File: config.mk
export PLATFORM = sky130hd
export DESIGN_NAME = sbmips_stack_flat
export DESIGN_NICKNAME = d
export VERILOG_FILES = /design/src/rtl/sbmips_stack_if.sv /design/src/rtl/sbmips_stack.sv /design/src/flat_wrapper.sv
export SDC_FILE = /design/constraint.sdc
export NUM_CORES = 1
export LEC_CHECK = 0
export CORE_MARGIN = 2
export CORE_UTILIZATION = 60
export CTS_CLUSTER_SIZE = 28
export DETAILED_ROUTE_END_ITERATION = 10
export PLACE_DENSITY = 0.8
export SYNTH_ARGS = -nofsm -noshare
export SYNTH_HDL_FRONTEND = slang
export SYNTH_SLANG_ARGS = --single-unit
File: constraint.sdc
create_clock -name clk -period 8.3 [get_ports clk]
set_input_delay 0.83 -clock clk [delete_from_list [all_inputs] [get_ports clk]]
set_output_delay 0.83 -clock clk [all_outputs]
set_load 0.05 [all_outputs]
File: src/rtl/sbmips_stack_if.sv
// Strobe/data bundle between the control unit (master) and the operand stack (slave).
interface sbmips_stack_if #(
  parameter int WIDTH = 8,
  parameter int DEPTH = 16
);
  localparam int CW = $clog2(DEPTH) + 1;

  logic             push;
  logic             pop;
  logic             tos;
  logic [WIDTH-1:0] din;
  logic [WIDTH-1:0] dout;
  logic             full;
  logic             empty;
  logic [CW-1:0]    count;
  logic             err_ovf;
  logic             err_unf;

  modport master (
    output push, pop, tos, din,
    input  dout, full, empty, count, err_ovf, err_unf
  );

  modport slave (
    input  push, pop, tos, din,
    output dout, full, empty, count, err_ovf, err_unf
  );
endinterface

File: src/rtl/sbmips_stack.sv
// Operand stack for the stack-based MIPS datapath: push/pop/tos strobes, registered dout.
// Define SBMIPS_STACK_ERR_EN to build the sticky overflow/underflow flags.
module sbmips_stack #(
  parameter int WIDTH = 8,
  parameter int DEPTH = 16
) (
  input  logic         clk,
  input  logic         rst,
  sbmips_stack_if.slave bus
);
  localparam int AW = $clog2(DEPTH);
  localparam int CW = AW + 1;

  logic [WIDTH-1:0] mem [DEPTH];
  logic [CW-1:0]    sp_q, sp_d;
  logic [WIDTH-1:0] dout_q, dout_d;
  logic             empty, full;
  logic [AW-1:0]    top_idx;
  logic [WIDTH-1:0] top;
  logic             wr_en;
  logic [AW-1:0]    wr_addr;

  assign empty   = (sp_q == '0);
  assign full    = (sp_q == CW'(DEPTH));
  assign top_idx = AW'(sp_q - 1'b1);
  assign top     = mem[top_idx];

  always_comb begin
    // NOTE: every comb output gets a default first so no path leaves it unassigned (no latch).
    sp_d    = sp_q;
    dout_d  = dout_q;
    wr_en   = 1'b0;
    wr_addr = AW'(sp_q);
    if (bus.push && bus.pop) begin
      // Replace top; on an empty stack the pushed word passes straight to dout.
      if (empty) begin
        dout_d = bus.din;
      end else begin
        dout_d  = top;
        wr_en   = 1'b1;
        wr_addr = top_idx;
      end
    end else if (bus.pop) begin
      if (!empty) begin
        dout_d = top;
        sp_d   = sp_q - 1'b1;
      end
    end else begin
      if (bus.tos && !empty) dout_d = top;
      if (bus.push && !full) begin
        wr_en = 1'b1;
        sp_d  = sp_q + 1'b1;
      end
    end
  end

  always_ff @(posedge clk) begin
    if (rst) begin
      sp_q   <= '0;
      dout_q <= '0;
    end else begin
      // NOTE: sequential state uses non-blocking assignments so all registers update together.
      sp_q   <= sp_d;
      dout_q <= dout_d;
    end
  end

  // NOTE: storage carries no reset; sp alone defines which entries are live.
  always_ff @(posedge clk) begin
    if (!rst && wr_en) mem[wr_addr] <= bus.din;
  end

  assign bus.dout  = dout_q;
  assign bus.full  = full;
  assign bus.empty = empty;
  assign bus.count = sp_q;

`ifdef SBMIPS_STACK_ERR_EN
  logic err_ovf_q, err_unf_q;
  logic ovf_set, unf_set;

  assign ovf_set = bus.push && !bus.pop && full;
  assign unf_set = !bus.push && (bus.pop || bus.tos) && empty;

  always_ff @(posedge clk) begin
    if (rst) begin
      err_ovf_q <= 1'b0;
      err_unf_q <= 1'b0;
    end else begin
      err_ovf_q <= err_ovf_q | ovf_set;
      err_unf_q <= err_unf_q | unf_set;
    end
  end

  assign bus.err_ovf = err_ovf_q;
  assign bus.err_unf = err_unf_q;
`else
  assign bus.err_ovf = 1'b0;
  assign bus.err_unf = 1'b0;
`endif
endmodule

File: src/flat_wrapper.sv
// flat-port wrapper written by rule: the top's interface ports become plain ports
module sbmips_stack_flat 
#(
  parameter int WIDTH = 8,
  parameter int DEPTH = 16
)
  (clk, rst, bus_push, bus_pop, bus_tos, bus_din, bus_dout, bus_full, bus_empty, bus_count, bus_err_ovf, bus_err_unf);
  sbmips_stack_if #(.WIDTH(WIDTH), .DEPTH(DEPTH)) bus_i ();
  input  logic clk;
  input  logic rst;
  input wire logic [$bits(bus_i.push)-1:0] bus_push;
  input wire logic [$bits(bus_i.pop)-1:0] bus_pop;
  input wire logic [$bits(bus_i.tos)-1:0] bus_tos;
  input wire logic [$bits(bus_i.din)-1:0] bus_din;
  output wire logic [$bits(bus_i.dout)-1:0] bus_dout;
  output wire logic [$bits(bus_i.full)-1:0] bus_full;
  output wire logic [$bits(bus_i.empty)-1:0] bus_empty;
  output wire logic [$bits(bus_i.count)-1:0] bus_count;
  output wire logic [$bits(bus_i.err_ovf)-1:0] bus_err_ovf;
  output wire logic [$bits(bus_i.err_unf)-1:0] bus_err_unf;
  assign bus_i.push = bus_push;
  assign bus_i.pop = bus_pop;
  assign bus_i.tos = bus_tos;
  assign bus_i.din = bus_din;
  assign bus_dout = bus_i.dout;
  assign bus_full = bus_i.full;
  assign bus_empty = bus_i.empty;
  assign bus_count = bus_i.count;
  assign bus_err_ovf = bus_i.err_ovf;
  assign bus_err_unf = bus_i.err_unf;
  sbmips_stack #(.WIDTH(WIDTH), .DEPTH(DEPTH)) u_core (.clk(clk), .rst(rst), .bus(bus_i));
endmodule
# After elaboration in Yosys (flattened, before gate mapping)
# Memories as Yosys holds them, arrays and structs flattened.
# Cells that the tools add are included.
[word_totals] ramBits=128 mem_count=1 ff_bits=13 inputBits=13
[classes] reduce_logical=12 eq_ne=3 n_addsub=2 bitwise=1 muxes=16
[memory_table] name="u_core.mem" depth=16 word_bits=8 read_ports=1 rd_clocked_by_memory_dff=0 wr=1 line_no="sbmips_stack.sv:14" text="logic [WIDTH-1:0] mem [DEPTH];"
[op_table] operator="2-to-1 mux 8 bit" n=5
[op_table] operator="2-to-1 mux 5 bit" n=3
[op_table] operator="2-to-1 mux 4 bit" n=2
[op_table] operator="2-to-1 mux 1 bit" n=6
[op_table] operator="adder 5 x 1 -> 5 bit (second input constant)" n=1
[op_table] operator="equality test 5 bit (second input constant)" n=1
[op_table] operator="zero test 5 bit" n=1
[op_table] operator="subtractor 5 x 1 -> 5 bit (second input constant)" n=1
[op_table] operator="logical AND 1 bit" n=4
[op_table] operator="zero test 1 bit" n=3
[op_table] operator="inequality test 3 bit (second input constant)" n=1
[op_table] operator="AND reduction 3 bit" n=1
[op_table] operator="nonzero test 3 bit" n=1
[op_table] operator="inequality test 2 bit (second input constant)" n=1
[op_table] operator="AND reduction 2 bit" n=1
[op_table] operator="nonzero test 2 bit" n=1
[op_table] operator="NOT 1 bit" n=1

# Longest topological paths before layout
[depth] depth_word=9 depth_mapped=11

# Worst setup path before layout
# Ideal clock, no wire load.
[synth_path] kind="reg-to-output" start="register u_core.sp_q[0] (netlist: u_core.bus.count[0])" end="output port bus_full" t_required_ps=7470 t_arrival_ps=2482 setup_slack_ps=4988 stages_incl_launch_ff=7 cell_sequence="dfxtp_1 > buf_2 > buf_2 > inv_2 > ha_1 > nand2b_1 > nor3b_1"
[synth_between] elab_chain_len=1
[synth_lines] element="start: declaration" line_no="sbmips_stack.sv:15" text="logic [CW-1:0] sp_q, sp_d;"
[synth_lines] element="start signal: assignment" line_no="sbmips_stack.sv:63" text="sp_q <= sp_d;"
[synth_lines] element="equality test 5 bit" line_no="sbmips_stack.sv:24" text="assign full = (sp_q == CW'(DEPTH));"
[synth_lines] element="end: declaration" line_no="flat_wrapper.sv:16" text="output wire logic [$bits(bus_i.full)-1:0] bus_full;"
# No other way between the ends.

# Worst setup path in the final report
[layout_path] start="register u_core.sp_q[1] (netlist: u_core.bus.count[1])" end="output port bus_empty"
[layout_between] elab_chain_len=1
[layout_lines] element="zero test 5 bit" line_no="sbmips_stack.sv:23" text="assign empty = (sp_q == '0);"
[layout_lines] element="end: declaration" line_no="flat_wrapper.sv:17" text="output wire logic [$bits(bus_i.empty)-1:0] bus_empty;"
# No other way between the ends.

==> results.md <==
* Wire per inst at 22.78 um
* Num Clock Sinks at 141
* Slew Viols, Final at 0
* Worst Tran Pin Value at 0.9564 ns
* Area share of the largest cell type after synthesis at 0.6521
* Clock Tree Buf Depth at 2
* Die X at 103.1 um
* Gpl congestion at 0.9313
* Clk slew on worst S/H paths at 0.06 ns
* Setup Fix Bufs, Post-CTS at 0
* Commonest cells post-synth: edfxtp_1 (128), mux4_2 (32), nor2_1 (23), a21oi_1 (21), nand2_1 (17)
* Worst min-delay path class: flop to flop
* Global route overflow at 0
* 1st-pass router iterations at 5
* Worst Hold Launch: u_core.bus.dout[4]
* RSZ-0062 raised after global routing: no
* Yosys reg bits at 141
* Total CTS buffers at 17
* Count of final hold-check violations at 0
* Clk_lat worst skew at 0.51 ns
* # diodes at 0
* Synth warn at 0
* Worst-path fanout max at 12
* R2R Path Start: u_core.bus.count[1]
* Pwr Density at 348.5 mW/mm2
* Fraction of the yosys area taken by sequential cells at 0.6962
* Final nets at 391
* Final Cycle Share at 0.4420
* # fillers at 635
* Routed WL at 11.87 mm
* Core box area at 0.009639 mm2
* DRC viols at 0
* Minimum clock period at 3.668 ns
* Area grow syn2layout at 15.67%
* Setup TNS at 0 ns
* CTS tree: built
* Reg2reg setup slack at 5.19 ns
* Tot Pwr at 2.376 mW
* Global-route wire length before repair at 18.09 mm
* Number of max-cap violations at 0
* PortBufs at 27
* Final core utilization at 0.7073
* FMAX at 0.2726 GHz
* Prevailing post-synth register cell: edfxtp_1
* Iteration-0 DRC Markers at 317
* CP Launch Point: u_core.bus.count[1]
* Worst IR Drop VDD at 0.2349 mV
* Critical Path AT at 2.84 ns
* Area contributors post-synth: edfxtp_1 (65%), mux4_2 (12%), dfxtp_1 (4.4%)
* Critical Path Start Type: flop
* Top-count cell post-synth: edfxtp_1
* Critical Path RT at 7.47 ns
* Vias in the first global route at 3111
* Cts repair resizes at 0
* Status: complete, no violations
* Worst setup path category: flop to primary output
* Post-Syn Area at 0.005894 mm2
* Total track usage at 0.2438
* FP Rows at 36
* H-tree depth at 4
* Register Area at 0.004105 mm2
* DR vias at 3256
* Area of the multi-input gates at 0.001670 mm2
* Initial antenna violation count at 0
* # setup viols final at 0
* Final Instance Count excl. Fillers at 521
* Critical path endpoint category: primary output
* Die Ht at 103.1 um
* Share of cells above drive strength 1 at 0.2036
* Via-per-instance ratio at 6.250
* Starting density of the core at 0.6115
* DP HPWL at 7.164 mm
* Largest net degree at the start of global routing at 37
* Area leader, netlist: edfxtp_1
* Io pins at 30
* Placed insts at 489
* DRT antenna net count at 0
* EDFF count, synth at 128
* Hold buffers post-CTS at 0
* Die ar. at 0.01063 mm2
* Mapped Cells at 345
* Netlist cell types at 45
* Root Buffer: clkbuf_8
* Max-Slew Margin vs Limit at 0.3600
* Avg Cell Area, Syn at 17.09 um2
* Synth async-reset ratio at 0
* Lkg Pwr at 2.199 nW
* Worst Skew at 0.007863 ns
metal layers:
layer | wire length, um | global-route usage
met5 | 0 | 0
met2 | 5411 | 0.3457
met4 | 290 | 0.09919
met1 | 5127 | 0.3548
met3 | 1039 | 0.08000
cell type report:
cell class / count / area share
flip-flops and latches: 141 / 0.6021
multi-input cells: 181 / 0.2450
clock buffers: 22 / 0.06643
repair buffers: 30 / 0.04294
well taps: 133 / 0.02441
clock inverters: 10 / 0.01688
inverters: 4 / 0.002202
sequential cells by signal (all words and copies together), names as in the netlist:
| register | count |
|---|---|
| u_core.mem | 128 |
| u_core.bus.dout | 8 |
| u_core.bus.count | 5 |
metrics by stage:
step | setup slack (ns) | hold WS [ns] | area (um2)
2_1_floorplan | 4.988 | 0.6966 | 5898
3_3_place_gp | 4.866 | 0.4737 | 6250
3_5_place_dp | 4.799 | 0.4662 | 6250
4_1_cts | 4.619 | 0.4884 | 6818
5_1_grt | 4.495 | 0.5035 | 6818
6_report | 4.632 | 0.4926 | 6818
cells in the final DEF, fill, tap and decap left out, drive strengths merged, types with 3 or more instances in the layout:
cell	netlist	final
nand2b	3	3
clkinv	0	5
a21oi	22	22
inv	4	4
nor3	6	6
edfxtp	128	128
or3	5	5
mux2i	10	10
a31oi	5	5
ha	3	3
clkdlybuf4s50	0	27
nor2	24	24
xor2	4	4
dfxtp	13	13
o221ai	4	4
and2	3	3
o2bb2ai	3	3
clkinvlp	0	3
nand3b	4	4
buf	14	3
mux2	5	5
nand2	17	17
clkbuf	6	22
mux4	32	32
nor3b	4	4
o21ai	9	9
worst paths after layout:
path	endpoint	depth (start not counted)
setup / recovery	bus_empty	5
hold / removal	u_core.bus.dout[4]	1
hold reg to reg	u_core.bus.dout[4]	1
setup reg to reg	u_core.mem[8][1]	7
worst max-delay path, stage by stage (launching register included):
cell and delay (ns):
dfxtp_1 0.43, inv_1 0.16, ha_1 0.20, or4b_4 0.58
inv_1 0.13, clkdlybuf4s50_1 0.82
power breakdown:
group          internal, mW  switching, mW
clock network         0.443          0.279
logic                 0.327          0.470
registers             0.823         0.0347
total                  1.59          0.783
cells by family (layout without fill, tap and decap cells):
| logic type | after synthesis | in the layout | synth area share |
|---|---|---|---|
| muxes | 47 | 47 | 0.1488 |
| buffers and inverters | 24 | 66 | 0.02101 |
| DFF | 141 | 141 | 0.6962 |
| and+or+nand+nor | 74 | 74 | 0.06410 |
| adders and majority gates | 3 | 3 | 0.006369 |
| AOI/OAI and AO/OA | 50 | 50 | 0.05413 |
| xor gates and xnor gates | 5 | 5 | 0.008705 |
| other | 1 | 2 | 0.0006362 |
Note: power is estimated with default switching activity, not from simulation.
